--- src/rtl/cs_subtractor_pipe_if.sv ---
// cs_subtractor_pipe_if: operand and result valid/ready bus of the carry-select subtractor
interface cs_subtractor_pipe_if #(
  parameter int WIDTH = 32
);
  logic in_valid, in_ready, bin, out_valid, out_ready, bout, of;
  logic [WIDTH-1:0] A, B, diff;
  modport master (output in_valid, A, B, bin, out_ready, input in_ready, out_valid, diff, bout, of);
  modport slave (input in_valid, A, B, bin, out_ready, output in_ready, out_valid, diff, bout, of);
endinterface

--- src/rtl/cs_subtractor_pipe.sv ---
// cs_subtractor_pipe: two-stage carry-select subtractor, diff = A - B - bin, behind valid/ready
module cs_subtractor_pipe #(
  parameter int WIDTH = 32
) (
  input logic clk,
  input logic rst_n,
  cs_subtractor_pipe_if.slave bus
);
  localparam int HALF = WIDTH / 2;
  logic s1_valid_q, s1_valid_d, s1_c_q, s1_c_d, s1_c0_q, s1_c0_d, s1_c1_q, s1_c1_d;
  logic s1_a_msb_q, s1_a_msb_d, s1_b_msb_q, s1_b_msb_d;
  logic [HALF-1:0] s1_lo_q, s1_lo_d, s1_hi0_q, s1_hi0_d, s1_hi1_q, s1_hi1_d, hi_sel;
  logic out_valid_q, out_valid_d, bout_q, bout_d, of_q, of_d, c_sel, s1_adv, s2_adv;
  logic [WIDTH-1:0] diff_q, diff_d;
  logic [HALF:0] lo_sum, hi0_sum, hi1_sum;
  // high half resolved late: the registered low carry picks the speculative result
  for (genvar i = 0; i < HALF; i++) begin : g_sel
    assign hi_sel[i] = s1_c_q ? s1_hi1_q[i] : s1_hi0_q[i];
  end
  assign c_sel = s1_c_q ? s1_c1_q : s1_c0_q;
  always_comb begin
    s2_adv = !out_valid_q || bus.out_ready;
    s1_adv = !s1_valid_q || s2_adv;
    lo_sum = {1'b0, bus.A[HALF-1:0]} + {1'b0, ~bus.B[HALF-1:0]} + {{HALF{1'b0}}, ~bus.bin};
    hi0_sum = {1'b0, bus.A[WIDTH-1:HALF]} + {1'b0, ~bus.B[WIDTH-1:HALF]};
    hi1_sum = {1'b0, bus.A[WIDTH-1:HALF]} + {1'b0, ~bus.B[WIDTH-1:HALF]} + {{HALF{1'b0}}, 1'b1};
    {s1_c_d, s1_lo_d} = s1_adv ? lo_sum : {s1_c_q, s1_lo_q};
    {s1_c0_d, s1_hi0_d} = s1_adv ? hi0_sum : {s1_c0_q, s1_hi0_q};
    {s1_c1_d, s1_hi1_d} = s1_adv ? hi1_sum : {s1_c1_q, s1_hi1_q};
    s1_a_msb_d = s1_adv ? bus.A[WIDTH-1] : s1_a_msb_q;
    s1_b_msb_d = s1_adv ? bus.B[WIDTH-1] : s1_b_msb_q;
    s1_valid_d = s1_adv ? bus.in_valid : s1_valid_q;
    out_valid_d = s2_adv ? s1_valid_q : out_valid_q;
    diff_d = s2_adv ? {hi_sel, s1_lo_q} : diff_q;
    bout_d = s2_adv ? ~c_sel : bout_q;
    of_d = s2_adv ? (s1_a_msb_q != s1_b_msb_q) && (hi_sel[HALF-1] != s1_a_msb_q) : of_q;
  end
  always_ff @(posedge clk) begin
    if (!rst_n) begin
      s1_valid_q <= 1'b0;
      s1_c_q <= 1'b0;
      s1_c0_q <= 1'b0;
      s1_c1_q <= 1'b0;
      s1_lo_q <= '0;
      s1_hi0_q <= '0;
      s1_hi1_q <= '0;
      s1_a_msb_q <= 1'b0;
      s1_b_msb_q <= 1'b0;
      out_valid_q <= 1'b0;
      diff_q <= '0;
      bout_q <= 1'b0;
      of_q <= 1'b0;
    end else begin
      s1_valid_q <= s1_valid_d;
      s1_c_q <= s1_c_d;
      s1_c0_q <= s1_c0_d;
      s1_c1_q <= s1_c1_d;
      s1_lo_q <= s1_lo_d;
      s1_hi0_q <= s1_hi0_d;
      s1_hi1_q <= s1_hi1_d;
      s1_a_msb_q <= s1_a_msb_d;
      s1_b_msb_q <= s1_b_msb_d;
      out_valid_q <= out_valid_d;
      diff_q <= diff_d;
      bout_q <= bout_d;
      of_q <= of_d;
    end
  end
  assign bus.in_ready = s1_adv;
  assign bus.out_valid = out_valid_q;
  assign bus.diff = diff_q;
  assign bus.bout = bout_q;
  assign bus.of = of_q;
endmodule
--- src/flat_wrapper.sv ---
// flat-port wrapper written by rule: the top's interface ports become plain ports
module cs_subtractor_pipe_flat 
#(
  parameter int WIDTH = 32
)
  (clk, rst_n, bus_in_valid, bus_A, bus_B, bus_bin, bus_out_ready, bus_in_ready, bus_out_valid, bus_diff, bus_bout, bus_of);
  cs_subtractor_pipe_if #(.WIDTH(WIDTH)) bus_i ();
  input logic clk;
  input logic rst_n;
  input wire logic [$bits(bus_i.in_valid)-1:0] bus_in_valid;
  input wire logic [$bits(bus_i.A)-1:0] bus_A;
  input wire logic [$bits(bus_i.B)-1:0] bus_B;
  input wire logic [$bits(bus_i.bin)-1:0] bus_bin;
  input wire logic [$bits(bus_i.out_ready)-1:0] bus_out_ready;
  output wire logic [$bits(bus_i.in_ready)-1:0] bus_in_ready;
  output wire logic [$bits(bus_i.out_valid)-1:0] bus_out_valid;
  output wire logic [$bits(bus_i.diff)-1:0] bus_diff;
  output wire logic [$bits(bus_i.bout)-1:0] bus_bout;
  output wire logic [$bits(bus_i.of)-1:0] bus_of;
  assign bus_i.in_valid = bus_in_valid;
  assign bus_i.A = bus_A;
  assign bus_i.B = bus_B;
  assign bus_i.bin = bus_bin;
  assign bus_i.out_ready = bus_out_ready;
  assign bus_in_ready = bus_i.in_ready;
  assign bus_out_valid = bus_i.out_valid;
  assign bus_diff = bus_i.diff;
  assign bus_bout = bus_i.bout;
  assign bus_of = bus_i.of;
  cs_subtractor_pipe #(.WIDTH(WIDTH)) u_core (.clk(clk), .rst_n(rst_n), .bus(bus_i));
endmodule
--- config.mk ---
export PLATFORM = sky130hd
export DESIGN_NAME = cs_subtractor_pipe_flat
export DESIGN_NICKNAME = d
export VERILOG_FILES = /design/src/rtl/cs_subtractor_pipe_if.sv /design/src/rtl/cs_subtractor_pipe.sv /design/src/flat_wrapper.sv
export SDC_FILE = /design/constraint.sdc
export NUM_CORES = 1
export LEC_CHECK = 0
export BUFFER_PORTS_ARGS = -buffer_cell sky130_fd_sc_hd__buf_2
export CAP_MARGIN = 20
export CORE_AREA = 2 2 135 137
export DETAILED_ROUTE_END_ITERATION = 8
export DIE_AREA = 0 0 137 139
export PLACE_DENSITY_LB_ADDON = 0.12
export SYNTH_ARGS = -nofsm -noshare
export SYNTH_HDL_FRONTEND = slang
export SYNTH_SLANG_ARGS = --single-unit
--- constraint.sdc ---
create_clock -name clk -period 5 [get_ports clk]
set_clock_uncertainty 0.2 [all_clocks]
set_input_delay 0.75 -clock clk [delete_from_list [all_inputs] [get_ports clk]]
set_output_delay 0.75 -clock clk [all_outputs]
set_load 0.03 [all_outputs]
==> key figures, run 1 <==
Place
  – RD Place Congestion: 0.790
  – Placed insts: 955
  – Pre-CTS setup slack: 0.746 ns
  – Port Buffers: 104
  – DP HPWL: 9900 microns

Setup path
  – Critical path class: in2reg
  – WP data arrival: 3.97 ns
  – Slowest CP cell: a2111oi_0
  – Critical path endpoint category: flop
  – Worst Setup Start Kind: input port
  – Critical Path RT: 5.01 ns
  – Critical path launch point: bus_bin
  – Critical Path Max Stage Delay: 0.66 ns
  – Crit Path Max Fanout: 3
  – RR Startpoint: u_core.bus.out_valid
  – Critical-path cell list: buf_2 -> inv_1 -> fa_1 -> fa_1 -> a21o_1 -> a21o_1 -> a21oi_1 -> o21ai_0 -> a2111oi_0 -> o31ai_1 -> a2111oi_0 -> nor4_1

Hold path
  – Worst Hold Launch: u_core.bus.diff[4]
  – HP Class: reg2reg

Clock tree
  – Clk buf depth: 2
  – Num CTS Buffers: 9
  – Clk Latency, worst-skew pair: 0.34 ns
  – CTS clk-pin slew, worst paths: 0.07 ns
  – Post-CTS sizing: 0
  – CTS H-tree depth: 3
  – Clock Sinks: 89
  – CTS tree: done
  – Post-CTS Setup Bufs: 0
  – Clock tree root driver cell: clkbuf_16
  – Post-CTS Hold Buffers: 0

Detailed routing
  – DRT iter0 DRCs: 240
  – # DRC: 0
  – Vias: 4533
  – Drt wl/cell: 13.4 microns
  – Remaining antenna violation count: 0
  – 1st-pass router iterations: 4
  – WL met1: 7020 microns
  – Metal3 WL: 503 microns
  – Max Used Layer: met4
  – Final WL: 13000 microns
  – DR vias/cell: 4.67
  – DR WL met2: 5290 microns

Power
  – Pwr Total: 2.02 mW
  – Worst vdd ir: 0.128 mV
  – Power Density: 326 mW/mm^2
  – Leakage power total: 2.84 nW

Logic synthesis
  – Synthesized Nets: 755
  – Leading post-synthesis cells by cell area: dfxtp_1 (34%), ha_1 (7.7%), nand2_1 (7.2%), a21oi_1 (6.0%), a211oi_1 (5.2%)
  – Synth async-reset ratio: 0
  – Ys Warns: 0
  – Netlist cell types: 64
  – Synth cell count leaders: nand2_1 (100), dfxtp_1 (89), nor2_1 (65), a21oi_1 (62), inv_1 (45)
  – Cells after synthesis: 651
  – Most numerous cell in the Yosys netlist: nand2_1
  – Top FF cell, synth: dfxtp_1
  – Yosys top cell area share: 0.342
  – #FFs+latches synth: 89
  – Mapped Area: 0.00520 sq mm
  – Dominant cell type by area after synthesis: dfxtp_1
  – Synthesized area per cell: 8.00 sq um
  – Post-synth EDFFs: 0
  – Seq/Total Area, Yosys: 0.342

Timing
  – RSZ-0062 raised after global routing: false
  – Fin Setup TNS: 0 ns
  – Tmin final: 3.96 ns
  – Slew Limit Fails: 0
  – Slew @ Worst Pin: 0.940 ns
  – Slew margin rel.: 0.373
  – Fmax: 252 MHz
  – Final period util: 0.793
  – Setup violation total in the final timing report: 0
  – Final worst setup slack: 1.04 ns
  – Final Hold Vio Count: 0

Job
  – Max_cap viols: 0

Floorplanning
  – Die Ht: 139 microns
  – Starting Density: 0.295
  – Die Wd: 137 microns
  – I/O Pins: 105
  – Die ar.: 0.0190 sq mm
  – Row Count: 49
  – Placeable Area: 0.0177 sq mm

Cells and area
  – Post-Layout Cell Count: 971
  – Multi-input gate area: 0.00313 sq mm
  – Reg area: 0.00178 sq mm
  – Filler Cell Count: 1919
  – Final #Nets: 841
  – Share of layout cells above drive strength 1: 0.195
  – N_diodes: 0
  – Area growth syn-to-layout: 19.4%

GRT
  – Gr usage total: 0.139
  – Largest net degree at the start of global routing: 70
  – First-pass GRT wire length: 21800 microns
  – Grt ovf: 0
  – Initial antenna violation count: 0
  – Vias in the first global route: 4339

Status
  – Status: finished, final reports clean
-- layout by cell type (no fill, tap or decap), types with 18 or more instances in the layout --
master	count
buf_2	104
nor2_1	65
nand2_1	100
dfxtp_1	89
a211oi_1	36
xnor2_1	18
inv_1	43
ha_1	32
a21oi_1	62
-- sequential cells by signal (all words and copies together) (netlist names) --
signal,flops
u_core.s1_c0_q,1
u_core.bus.bout,1
u_core.bus.of,1
u_core.s1_hi0_q,16
u_core.bus.diff,32
u_core.s1_valid_q,1
u_core.s1_hi1_q,16
u_core.bus.out_valid,1
u_core.s1_c1_q,1
u_core.s1_b_msb_q,1
u_core.s1_lo_q,16
u_core.s1_a_msb_q,1
u_core.s1_c_q,1
-- per-stage QoR --
step / cell area (sq um) / util / hold slack, ns
finish: 6220 / 0.352 / 0.246
global route: 6220 / 0.352 / 0.265
CTS: 6220 / 0.352 / 0.249
detailed placement: 5930 / 0.336 / 0.242
global placement: 5930 / 0.336 / 0.240
floorplan: 5200 / - / 0.231
-- cell type report --
type | count | area share
clock buffers | 11 | 0.0407
repair buffers | 109 | 0.0898
well taps | 229 | 0.0461
flip-flops and latches | 89 | 0.287
multi-input cells | 483 | 0.504
inverters | 45 | 0.0272
clock inverters | 5 | 0.00604
-- kinds of logic after synthesis --
group	after synthesis	share of synthesized area
xor+xnor	30	0.0541
simple gates	228	0.202
flops	89	0.342
fa+ha+maj	35	0.0885
compound gates	172	0.221
buf+inv	79	0.0572
mux	18	0.0349
-- metal layers --
metal | track usage | up-vias
li1 | - | 2444
met1 | 0.215 | 1998
met2 | 0.196 | 81
met3 | 0.0212 | 10
met4 | 0.0412 | 0
met5 | 0 | -
-- worst max-delay path: cells and delay by family --
| family | cells | cell delay, ns |
|---|---|---|
| AO/OA/AOI/OAI | 7 | 2.11 |
| adder cells (fa/ha/maj) | 2 | 0.88 |
| buffers and inverters | 2 | 0.12 |
| AND/OR/NAND/NOR | 1 | 0.11 |
-- where the power goes --
part | internal, mW | switching [mW]
sequential | 0.792 | 0.0404
combinational | 0.220 | 0.325
clock | 0.366 | 0.281
-- worst paths after layout --
check                           slack, ns                  to  cells past startpoint
worst max-delay path                 1.04       u_core.s1_c_q                     12
worst min-delay path                 0.25  u_core.bus.diff[4]                      2
worst max register to register       2.60   u_core.s1_lo_q[7]                      7
worst min register to register       0.25  u_core.bus.diff[4]                      2
No activity file was read; power rests on OpenSTA's default activity.
==> run 2: changes to the inputs <==
ABC_AREA = 1   (was unset)
CORE_AREA = 2 2 143 145   (was 2 2 135 137)
DIE_AREA = 0 0 145 147   (was 0 0 137 139)
clock period = 4.2 ns   (was 5 ns; I/O delays follow)
==> run 2 against run 1 <==
Net effect: final area is 11% higher; die area is 12% higher; register-to-register slack worse by 0.78 ns; highest routed layer unchanged; synthesized cell count is 40% higher; combinational power is 32% higher; critical path depth is 8 higher; via count is 22% higher; first-iteration DRC count is 7.1% lower; sequential share of layout area is 2.8 points lower.
==> key figures, run 2 <==
Logic synthesis
  – Synthesized area per cell: 6.41 sq um
  – Ys Warns: 0
  – Synth async-reset ratio: 0
  – Synthesized Nets: 1013
  – Post-synth EDFFs: 0
  – Most numerous cell in the Yosys netlist: nand2_1
  – Netlist cell types: 37
  – Seq/Total Area, Yosys: 0.306
  – Cells after synthesis: 909
  – Top FF cell, synth: dfxtp_1
  – Dominant cell type by area after synthesis: dfxtp_1
  – Leading post-synthesis cells by cell area: dfxtp_1 (31%), nand2_1 (14%), inv_1 (10%), o21ai_0 (7.1%), ha_1 (6.9%)
  – #FFs+latches synth: 89
  – Synth cell count leaders: nand2_1 (214), inv_1 (157), nor2_1 (100), dfxtp_1 (89), o21ai_0 (83)
  – Mapped Area: 0.00582 sq mm
  – Yosys top cell area share: 0.306

Cells and area
  – Most frequent cells in the layout: nand2_1 (214), inv_1 (157), buf_2 (104)
  – Fin util: 0.347
  – N_diodes: 0
  – Final #Nets: 1104
  – Commonest non-fill, non-tap cell in the layout: nand2_1
  – Largest register FFs: 32
  – Share of layout cells above drive strength 1: 0.164
  – Area growth syn-to-layout: 18.1%
  – Fin area: 0.00688 sq mm

Floorplanning
  – Placeable Area: 0.0198 sq mm
  – Die ar.: 0.0213 sq mm
  – Starting Density: 0.294
  – Row Count: 52
  – Die Wd: 145 microns
  – Die Ht: 147 microns
  – I/O Pins: 105

Setup path
  – FF-to-FF setup slack: 1.82 ns
  – Critical path endpoint category: flop
  – Critical-path cell list: buf_2 -> inv_1 -> ha_1 -> inv_1 -> fa_1 -> inv_1 -> ha_1 -> inv_1 -> nor2_4 -> nand3_2 -> nor2_1 -> nand2_1 -> nor2_2 -> nand2_2 -> nor2_4 -> nand2_1 -> nand2_1 -> nand3_1 -> nand2_1 -> inv_1
  – WP data arrival: 2.92 ns
  – Slowest CP cell: fa_1
  – Critical path class: in2reg
  – Critical Path Max Stage Delay: 0.52 ns
  – Worst Setup Start Kind: input port
  – Crit path top cell by count: inv_1
  – Critical Path RT: 4.24 ns
  – Crit Path Max Fanout: 4

GRT
  – Grt ovf: 0
  – Gr usage total: 0.150
  – Initial antenna violation count: 0
  – First-pass GRT wire length: 26100 microns
  – Vias in the first global route: 5046
  – Largest net degree at the start of global routing: 55

Clock tree
  – Clock Sinks: 89
  – Post-CTS Setup Bufs: 0
  – CTS clk-pin slew, worst paths: 0.06 ns
  – CTS tree: done
  – Post-CTS sizing: 0
  – Clock tree root driver cell: clkbuf_16
  – Clk Latency, worst-skew pair: 0.34 ns
  – CTS H-tree depth: 3
  – Post-CTS Hold Buffers: 0
  – Clk buf depth: 2
  – Num CTS Buffers: 9

Timing
  – Slew Limit Fails: 0
  – RSZ-0062 raised after global routing: false
  – Fin Setup TNS: 0 ns
  – Final period util: 0.686
  – Final Hold Vio Count: 0
  – Tmin final: 2.88 ns
  – Slew @ Worst Pin: 0.791 ns
  – Slew margin rel.: 0.472
  – Fmax: 347 MHz
  – Setup violation total in the final timing report: 0

Detailed routing
  – Remaining antenna violation count: 0
  – Vias: 5547
  – DR vias/cell: 4.35
  – Drt wl/cell: 12.5 microns
  – # DRC: 0
  – Final WL: 15900 microns
  – DRT iter0 DRCs: 223
  – 1st-pass router iterations: 4

Status
  – Status: finished, final reports clean

Power
  – Worst vdd ir: 0.190 mV
  – Pwr Total: 2.56 mW
  – Leakage power total: 3.81 nW
  – Power Density: 372 mW/mm^2

Place
  – RD Place Congestion: 0.782
  – Placed Area: 0.00657 sq mm
  – DP HPWL: 12400 microns
  – Port Buffers: 104

Hold path
  – HP Class: reg2reg

Job
  – Max_cap viols: 0
run 2: changes by cell type after synthesis, moves of 17 or more:
cell,change
nand2_1,+114
inv_1,+112
o21ai_0,+66
nand3_1,+44
a211oi_1,-35
nor2_1,+35
a21oi_1,-17
mux2i_1,-17
run 2: kinds of logic after synthesis:
group / Yosys count / share of synthesized area
flops: 89 / 0.306
fa+ha+maj: 35 / 0.0791
compound gates: 163 / 0.153
simple gates: 416 / 0.309
buf+inv: 191 / 0.130
xor+xnor: 15 / 0.0226
run 2: stage by stage:
step / setup slack, ns / hold slack, ns / std cells
6_report: 1.32 / 0.265 / 1274
5_1_grt: 1.05 / 0.274 / 1274
4_1_cts: 1.30 / 0.263 / 1274
3_5_place_dp: 0.955 / 0.253 / 1259
3_3_place_gp: 0.979 / 0.245 / 1259
2_1_floorplan: 1.33 / 0.230 / 909
run 2: layout make-up:
class	count	area (sq um)
Clock buffer	10	229
Clock inverter	5	81.3
Fill cell	2229	13000
Inverter	162	608
Multi-Input combinational cell	629	3280
Sequential cell	89	1780
Tap cell	270	338
Timing Repair Buffer	109	558
run 2: routing by layer:
layer | GRT usage | part of all wire | vias to the layer above | wire, microns
met1 | 0.239 | 0.57 | 2384 | 9060
met4 | 0.0356 | 0.010 | 0 | 162
li1 | - | - | 3055 | -
met5 | 0 | 0 | - | 0
met2 | 0.206 | 0.38 | 99 | 6050
met3 | 0.0239 | 0.042 | 9 | 672
run 2: path summary, 6_finish.rpt:
path / from / to / depth (start not counted)
max: bus_B[16] / u_core.s1_c1_q / 20
min reg2reg: u_core.s1_lo_q[15] / u_core.bus.diff[15] / 2
min: u_core.s1_lo_q[15] / u_core.bus.diff[15] / 2
max reg2reg: u_core.bus.out_valid / u_core.s1_hi0_q[6] / 9
run 2: power by group:
group          switching (mW)  total [mW]  internal [mW]
logic                   0.477       0.721          0.244
registers              0.0460       0.988          0.942
clock network           0.330       0.848          0.518
run 2: critical path: cells and delay by family:
| kind | cells | cell delay [ns] |
|---|---|---|
| fa+ha+maj | 3 | 0.88 |
| buf+inv | 6 | 0.41 |
| simple gates | 11 | 0.99 |
